### config.mk
export PLATFORM = sky130hd
export DESIGN_NAME = acq_window_ctrl
export DESIGN_NICKNAME = d
export VERILOG_FILES = /design/src/rtl/acq_window_ctrl.sv
export SDC_FILE = /design/constraint.sdc
export NUM_CORES = 1
export LEC_CHECK = 0
export CORE_UTILIZATION = 50
export DETAILED_ROUTE_END_ITERATION = 10
export PLACE_DENSITY = 0.76
export SYNTH_ARGS = -nofsm -noshare
export SYNTH_HDL_FRONTEND = slang
export SYNTH_SLANG_ARGS = --single-unit
### constraint.sdc
create_clock -name clk -period 3.8 [get_ports clk]
set_clock_uncertainty 0.2 [all_clocks]
set_input_delay 0.38 -clock clk [delete_from_list [all_inputs] [get_ports clk]]
set_output_delay 0.38 -clock clk [all_outputs]
set_load 0.05 [all_outputs]
### src/rtl/acq_window_ctrl.sv
// Acquisition window controller: ring-down dead time after each u_blank pulse,
// then a record_len-sample capture window; counts scans up to n_scans.
// Optional ADC over-range flag built only when ACQ_OVR_EN is defined.
module acq_window_ctrl #(
  parameter int DW = 14,
  parameter int LW = 8
) (
  input  logic          clk,
  input  logic          rst_n,
  input  logic          enable,
  input  logic          u_blank,
  input  logic [LW-1:0] dead_time,
  input  logic [LW-1:0] record_len,
  input  logic [LW-1:0] n_scans,
  input  logic [DW-1:0] adc_data,
  output logic          sample_valid,
  output logic [DW-1:0] sample_data,
  output logic [LW-1:0] sample_idx,
  output logic          scan_done,
  output logic          all_done,
  output logic          busy,
  output logic          ovr_flag
);

  typedef enum logic [1:0] {IDLE, DEAD, CAPT, DONE} state_t;

  localparam logic [LW-1:0] ONE = LW'(1);

  state_t        state;
  logic          u_blank_q;
  logic          fall;
  logic [LW-1:0] cnt;
  logic [LW-1:0] len_sh;
  logic [LW-1:0] nscan_sh;
  logic [LW-1:0] scan_cnt;

  assign fall = u_blank_q & ~u_blank;

`ifdef ACQ_OVR_EN
  logic ovr_hit;
  assign ovr_hit = (adc_data == '1) || (adc_data == '0);
`else
  assign ovr_flag = 1'b0;
`endif

  // cnt doubles as the dead-time down-counter and the in-scan sample index.
  always_ff @(posedge clk or negedge rst_n) begin
    if (!rst_n) begin
      state        <= IDLE;
      u_blank_q    <= 1'b0;
      cnt          <= '0;
      len_sh       <= '0;
      nscan_sh     <= '0;
      scan_cnt     <= '0;
      sample_valid <= 1'b0;
      sample_data  <= '0;
      sample_idx   <= '0;
      scan_done    <= 1'b0;
      all_done     <= 1'b0;
      busy         <= 1'b0;
`ifdef ACQ_OVR_EN
      ovr_flag     <= 1'b0;
`endif
    end else begin
      u_blank_q <= u_blank;
      scan_done <= 1'b0;
      if (!enable) begin
        state        <= IDLE;
        cnt          <= '0;
        scan_cnt     <= '0;
        sample_valid <= 1'b0;
        all_done     <= 1'b0;
        busy         <= 1'b0;
`ifdef ACQ_OVR_EN
        ovr_flag     <= 1'b0;
`endif
      end else begin
        case (state)
          IDLE: begin
            if (fall) begin
              len_sh   <= record_len;
              nscan_sh <= n_scans;
              busy     <= 1'b1;
              if (dead_time == '0) begin
                state <= CAPT;
                cnt   <= '0;
              end else begin
                state <= DEAD;
                cnt   <= dead_time - ONE;
              end
            end
          end
          DEAD: begin
            if (cnt == '0) state <= CAPT;
            else           cnt   <= cnt - ONE;
          end
          CAPT: begin
            if (cnt != len_sh) begin
              sample_valid <= 1'b1;
              sample_data  <= adc_data;
              sample_idx   <= cnt;
              cnt          <= cnt + ONE;
`ifdef ACQ_OVR_EN
              if (ovr_hit) ovr_flag <= 1'b1;
`endif
            end else begin
              sample_valid <= 1'b0;
              busy         <= 1'b0;
              scan_done    <= 1'b1;
              scan_cnt     <= scan_cnt + ONE;
              cnt          <= '0;
              if (nscan_sh != '0 && (scan_cnt + ONE) == nscan_sh) begin
                state    <= DONE;
                all_done <= 1'b1;
              end else begin
                state <= IDLE;
              end
            end
          end
          DONE: all_done <= 1'b1;
          default: state <= IDLE;
        endcase
      end
    end
  end

endmodule

==> flow_metrics.tcl, run 1 <==
set metrics [dict create \
    place_ws_ps 1090 \
    critPathKind "reg2reg" \
    yosysSeqAreaShare_pct 44.2 \
    crit_required_ps 3840 \
    cts_buffers 9 \
    start_util_pct 53.2 \
    finalCritPeriodShare_pct 71.2 \
    synth.most_common_cell "dfrtp_1" \
    synthesis.instances 331 \
    synthDistinctLibCells 58 \
    routed_wl_um 7880 \
    r2r_slack_ps 1090 \
    die_area_mm2 0.00725 \
    die_h_um 85.2 \
    startpoint "state[1]" \
    max_freq_mhz 370 \
    worstSetupEndpointType "flip-flop" \
    grt_pass1_vias 2797 \
    post_cts_buffers 0 \
    r2r-end "cnt[1]" \
    rsz0062_at_grt "false" \
    dr.first_iter.drc_count 248 \
    hold_buffers 0 \
    relSlewSlack_pct 36.4 \
    drtPass1Iterations 4 \
    synth_nets 382 \
    netlist_area_mm2 0.00346 \
    tightest_slew_ps 953 \
    arrival_ps 2740 \
    fin_cells 475 \
    rows 29 \
    io_buffers 67 \
    rr_startpoint "state[1]" \
    die_w_um 85.2 \
    synthTopCellsByCount "dfrtp_1, mux2_2, xor2_1, nand2_1, nor2_1" \
    grt_max_degree 44 \
    post_cts_resized 0 \
    fin_tns_setup_ps 0 \
    critPathLaunchType "flip-flop" \
    synth_top_area_share_pct 44.2 \
    antenna_found_initial 0 \
    setup_violations 0 \
    grt_usage_pct 23.6 \
    place_congestion 0.890 \
    status "complete, but fails checks" \
    clock_path_buffers 2 \
    fin_nets 444 \
    synth_edf_count 0 \
    ant_nets 0 \
    synth_top_cell_by_area "dfrtp_1" \
    ys_seq_elements 61 \
    grt_pass1_wl_um 13200 \
    core_area_mm2 0.00649 \
    clkLatencyLatePin_ps 350 \
    synthTopCellsByArea "dfrtp_1, mux2_2, xor2_1, xnor2_1, ha_1" \
    final.min_clock_period_ps 2710 \
    cts.sinks 61 \
    worst_slack_ps 1090 \
    drive_gt1_share_pct 17.1 \
    maxCapViolCount 0 \
    cts_root_buf "clkbuf_8" \
    whs_ps -27.5 \
    clk_pin_slew_ps 70 \
    ys_async_sr_fraction_pct 100 \
    wire_per_inst_um 16.6 \
    hold_viol_final 42 \
    ys.warnings.count 0 \
    peakVddDrop_v 0.000473 \
    diodes 0 \
    globalRouteOverflowTotal 0 \
    p_per_area_mw_per_mm2 789 \
    via_per_inst 5.82 \
    ctsHtreeMaxLevel 3 \
    p_leak_nw 1.88 \
    area_growth_pct 27.6 \
    critPathMaxFanout 13 \
    vias 2765 \
    violations "hold timing" \
    finalMaxSlewViolations 0 \
    hold_path.class "in2async" \
    crit_end "cnt[1]" \
    fill_cells 506 \
    hpwlAfterDp_um 5470 \
    syn_avg_cell_area_um2 10.4 \
    io-pin-count 69 \
    yosys_most_used_dff "dfrtp_1" \
    r2r_cells 6 \
    cts_tree "yes" \
    placed_cells 459 \
    drc_errors 0 \
]
==> power by group <==
part	switching [mW]	leakage, nW	internal (mW)
clock	0.271	0.116	0.436
combinational	0.954	0.988	0.688
sequential	0.238	0.776	0.891
==> cell families (layout without fill, tap and decap cells) <==
group           count (synthesis)  count (layout)  synth area share [%]
mux                            39              39                  12.7
buf+inv                        36             103                  4.38
flops                          61              61                  44.2
compound gates                 65              65                  13.1
other cells                     1               1                 0.108
fa+ha+maj                       9               9                  3.26
simple gates                   86              86                  13.7
xor+xnor                       34              34                  8.61
==> cell type report <==
cell class                 count  area (µm²)  share of cell area, %
multi-input combinational    234        1790                   40.5
sequential                    61        1530                   34.6
timing repair buffer          73         711                   16.1
clock buffer                  10         128                   2.89
clock inverter                 6         111                   2.52
tap                           77        96.3                   2.18
inverter                      14        52.6                   1.19
==> worst max-delay path, stage by stage (launching register included) <==
cell and delay (ps):
dfrtp_1 410, inv_1 80, ha_1 520, clkinv_1 370
a31oi_1 510, inv_1 160, o41ai_1 360
==> worst min-delay path by stage <==
stage	to
global placement	sample_idx[3]
global route	sample_data[9]
detailed placement	sample_idx[0]
finish	sample_data[2]
CTS	sample_data[2]
floorplan	all_done
==> cells in the final DEF (no fill, tap or decap), drive strengths merged, types with 3 or more instances in the layout <==
master / Yosys / routed
inv: 13 / 13
a31oi: 5 / 5
buf: 6 / 7
nor2: 18 / 18
mux2: 38 / 38
nor4: 6 / 6
dfrtp: 61 / 61
o31ai: 7 / 7
clkdlybuf4s50: 0 / 66
a21oi: 12 / 12
o21ai: 14 / 14
clkbuf: 16 / 10
xor2: 20 / 20
ha: 9 / 9
and3: 3 / 3
nand2: 18 / 18
nand3: 5 / 5
xnor2: 14 / 14
nand4: 9 / 9
bufinv: 0 / 3
clkinv: 1 / 3
nor3: 8 / 8
a221oi: 6 / 6
==> flip-flops by register name, summed over array words and instances (netlist names), 2 cells and up <==
signal / count
scan_cnt: 8
sample_data: 14
len_sh: 8
cnt: 8
state: 2
nscan_sh: 8
sample_idx: 8
==> through the flow <==
stage | cell area [µm²] | total power, mW | util, %
6_report | 4410 | 3.48 | 67.9
2_1_floorplan | 3460 | 2.26 | -
4_1_cts | 4410 | 3.49 | 67.9
3_3_place_gp | 4170 | 2.74 | 64.2
5_1_grt | 4410 | 3.68 | 67.9
3_5_place_dp | 4170 | 2.77 | 64.2
==> per-layer routing <==
metal	part of all wire (%)	wire, µm	up-vias	track usage [%]
li1	-	-	1320	-
met1	45	3570	1335	30.9
met2	46	3660	103	37.0
met3	7.1	561	7	7.20
met4	1.1	88	0	8.47
met5	0	0	-	0
Power figures use the tool's default switching activity.
==> run 2, diff against run 1 <==
==> constraint.sdc (replaced) <==
create_clock -name clk -period 2.5 [get_ports clk]
set_clock_uncertainty 0.2 [all_clocks]
set_input_delay 0.25 -clock clk [delete_from_list [all_inputs] [get_ports clk]]
set_output_delay 0.25 -clock clk [all_outputs]
set_load 0.05 [all_outputs]
==> run 2 against run 1 <==
  * Cell count is 3.8% higher
  * Setup slack worse by 870 ps
  * The run now ends clean
  * Maximum frequency is 19% higher
  * Sequential cell count stayed put
  * Non-clock buffer count is 18 higher
  * Routed wire length hardly changed
  * Register-to-register slack worse by 870 ps
  * Largest cell class unchanged
==> flow_metrics.tcl, run 2 (synthesis results as in run 1) <==
set metrics [dict create \
    io_buffers 67 \
    combPwrFrac_pct 51.6 \
    ant_nets 0 \
    cts_buffers 9 \
    internal_power_mw 2.97 \
    final_common_cell "clkdlybuf4s50_1" \
    io-pin-count 69 \
    crit_end "scan_cnt[7]" \
    cts_tree "yes" \
    hold_buffers 1 \
    critPathMaxFanout 9 \
    relSlewSlack_pct 65.1 \
    whs_ps 173 \
    via_per_inst 5.79 \
    finalMaxSlewViolations 0 \
    drive_gt1_share_pct 20.4 \
    p_leak_nw 1.96 \
    r2r_slack_ps 220 \
    post_cts_buffers 0 \
    slowest_delay_ps 550 \
    arrival_ps 2340 \
    hpwlAfterDp_um 5670 \
    critPathKind "reg2reg" \
    grt_pass1_wl_um 13300 \
    crit_required_ps 2570 \
    worstSetupEndpointType "flip-flop" \
    max_freq_mhz 440 \
    diodes 0 \
    status "finished, final reports clean" \
    dr.first_iter.drc_count 156 \
    place_congestion 0.896 \
    area_growth_pct 31.3 \
    cts.sinks 61 \
    die_area_mm2 0.00725 \
    hold_path.class "in2reg" \
    die_h_um 85.2 \
    largest_register_ffs 14 \
    antenna_found_initial 0 \
    fin_nets 462 \
    fin_tns_setup_ps 0 \
    die_w_um 85.2 \
    r2r-end "scan_cnt[7]" \
    final.min_clock_period_ps 2280 \
    seq_power_share_pct 31.7 \
    drc_errors 0 \
    startpoint "cnt[4]" \
    clockPowerShare_pct 16.6 \
    peakVddDrop_v 0.000883 \
    drtPass1Iterations 4 \
    start_util_pct 53.2 \
    globalRouteOverflowTotal 0 \
    cts_root_buf "clkbuf_8" \
    r2r_cells 6 \
    vias 2854 \
    finalCritPeriodShare_pct 91.0 \
    grt_max_degree 62 \
    setup_violations 0 \
    clkLatencyLatePin_ps 340 \
    critPathLaunchType "flip-flop" \
    hold_viol_final 0 \
    rsz0062_at_grt "false" \
    rr_startpoint "cnt[4]" \
    clk_pin_slew_ps 70 \
    cp_slowest_cell "or4_1" \
    core_area_mm2 0.00649 \
    layout_common_cells "clkdlybuf4s50_1, dfrtp_1, mux2_2" \
    tightest_slew_ps 522 \
    rows 29 \
    maxCapViolCount 0 \
    wire_per_inst_um 16.0 \
    ctsHtreeMaxLevel 3 \
    post_cts_resized 0 \
    sw_frac_of_total_pct 43.0 \
    netSwitchingPower_mw 2.24 \
    regMostFlops "sample_data" \
    grt_usage_pct 23.6 \
    worstPathCellList "xor2_1, nor4_2, buf_4, nand3_2, or4_1, a21oi_1" \
    grt_pass1_vias 2882 \
    clock_path_buffers 2 \
    p_per_area_mw_per_mm2 1150 \
    routed_wl_um 7880 \
]
run 2: changes by cell type in the layout (fill, tap and decap cells not counted):
cell | previous run | this run
buf_4 | 6 | 20
buf_12 | 0 | 3
bufinv_16 | 3 | 1
clkinv_2 | 1 | 2
clkinvlp_4 | 1 | 2
dlygate4sd3_1 | 0 | 1
run 2: metal layers:
layer	global-route usage, %	wire length, µm	share of wire (%)	up-vias
met3	5.25	442	5.6	14
met1	31.0	3700	47	1395
met5	0	0	0	-
met4	11.7	143	1.8	0
met2	37.1	3590	46	85
li1	-	-	-	1360
run 2: cell type report:
cell class                      instances  area (µm²)
Multi-Input combinational cell        234        1790
Inverter                               14        52.6
Clock inverter                          6        63.8
Tap cell                               77        96.3
Timing Repair Buffer                   91         886
Sequential cell                        61        1530
Clock buffer                           10         128
Fill cell                             511        1960
run 2: worst min path at each step:
| stage | cells past startpoint | from | to | slack [ps] |
|---|---|---|---|---|
| final | 1 | u_blank | u_blank_q | 170 |
| after global routing | 1 | u_blank | u_blank_q | 200 |
| after CTS | 1 | u_blank | u_blank_q | 180 |
| after detailed placement | 2 | rst_n | sample_data[9] | 90 |
| after global placement | 2 | rst_n | sample_data[9] | 80 |
| after floorplan | 0 | rst_n | all_done | -250 |
run 2: critical path: cells and delay by family (launching register included):
kind,cells,cell delay (ps)
and+or+nand+nor,3,900
buffers and inverters,1,210
DFF,1,510
xor gates and xnor gates,1,220
AOI/OAI and AO/OA,1,160
run 2: power by group through the flow:
stage	Combinational [mW]	Clock (mW)	Sequential, mW
after CTS	2.69	0.878	1.65
after detailed placement	2.68	0	1.67
after floorplan	1.24	0	2.20
after global routing	2.88	0.923	1.71
final	2.69	0.866	1.65
after global placement	2.63	0	1.65
run 2: stage by stage:
stage               worst slack, ps  power (mW)  area, µm²  util (%)  std cells
floorplan                      27.6        3.43       3460         -        331
global placement                157        4.29       4340      66.8        476
detailed placement              113        4.35       4340      66.8        476
CTS                             238        5.22       4540      69.9        493
global route                   45.6        5.51       4540      69.9        493
finish                          225        5.21       4540      69.9        493
==> run 3, diff against run 2 <==
--- a/config.mk
+++ b/config.mk
@@ -5,7 +5,9 @@
 export SDC_FILE = /design/constraint.sdc
 export NUM_CORES = 1
 export LEC_CHECK = 0
+export CAP_MARGIN = 30
 export CORE_UTILIZATION = 50
+export CTS_CLUSTER_DIAMETER = 150
 export DETAILED_ROUTE_END_ITERATION = 10
 export PLACE_DENSITY = 0.76
 export SYNTH_ARGS = -nofsm -noshare
==> results of run 3 <==
The final DEF is identical to that of run 2; final timing and power are the same.
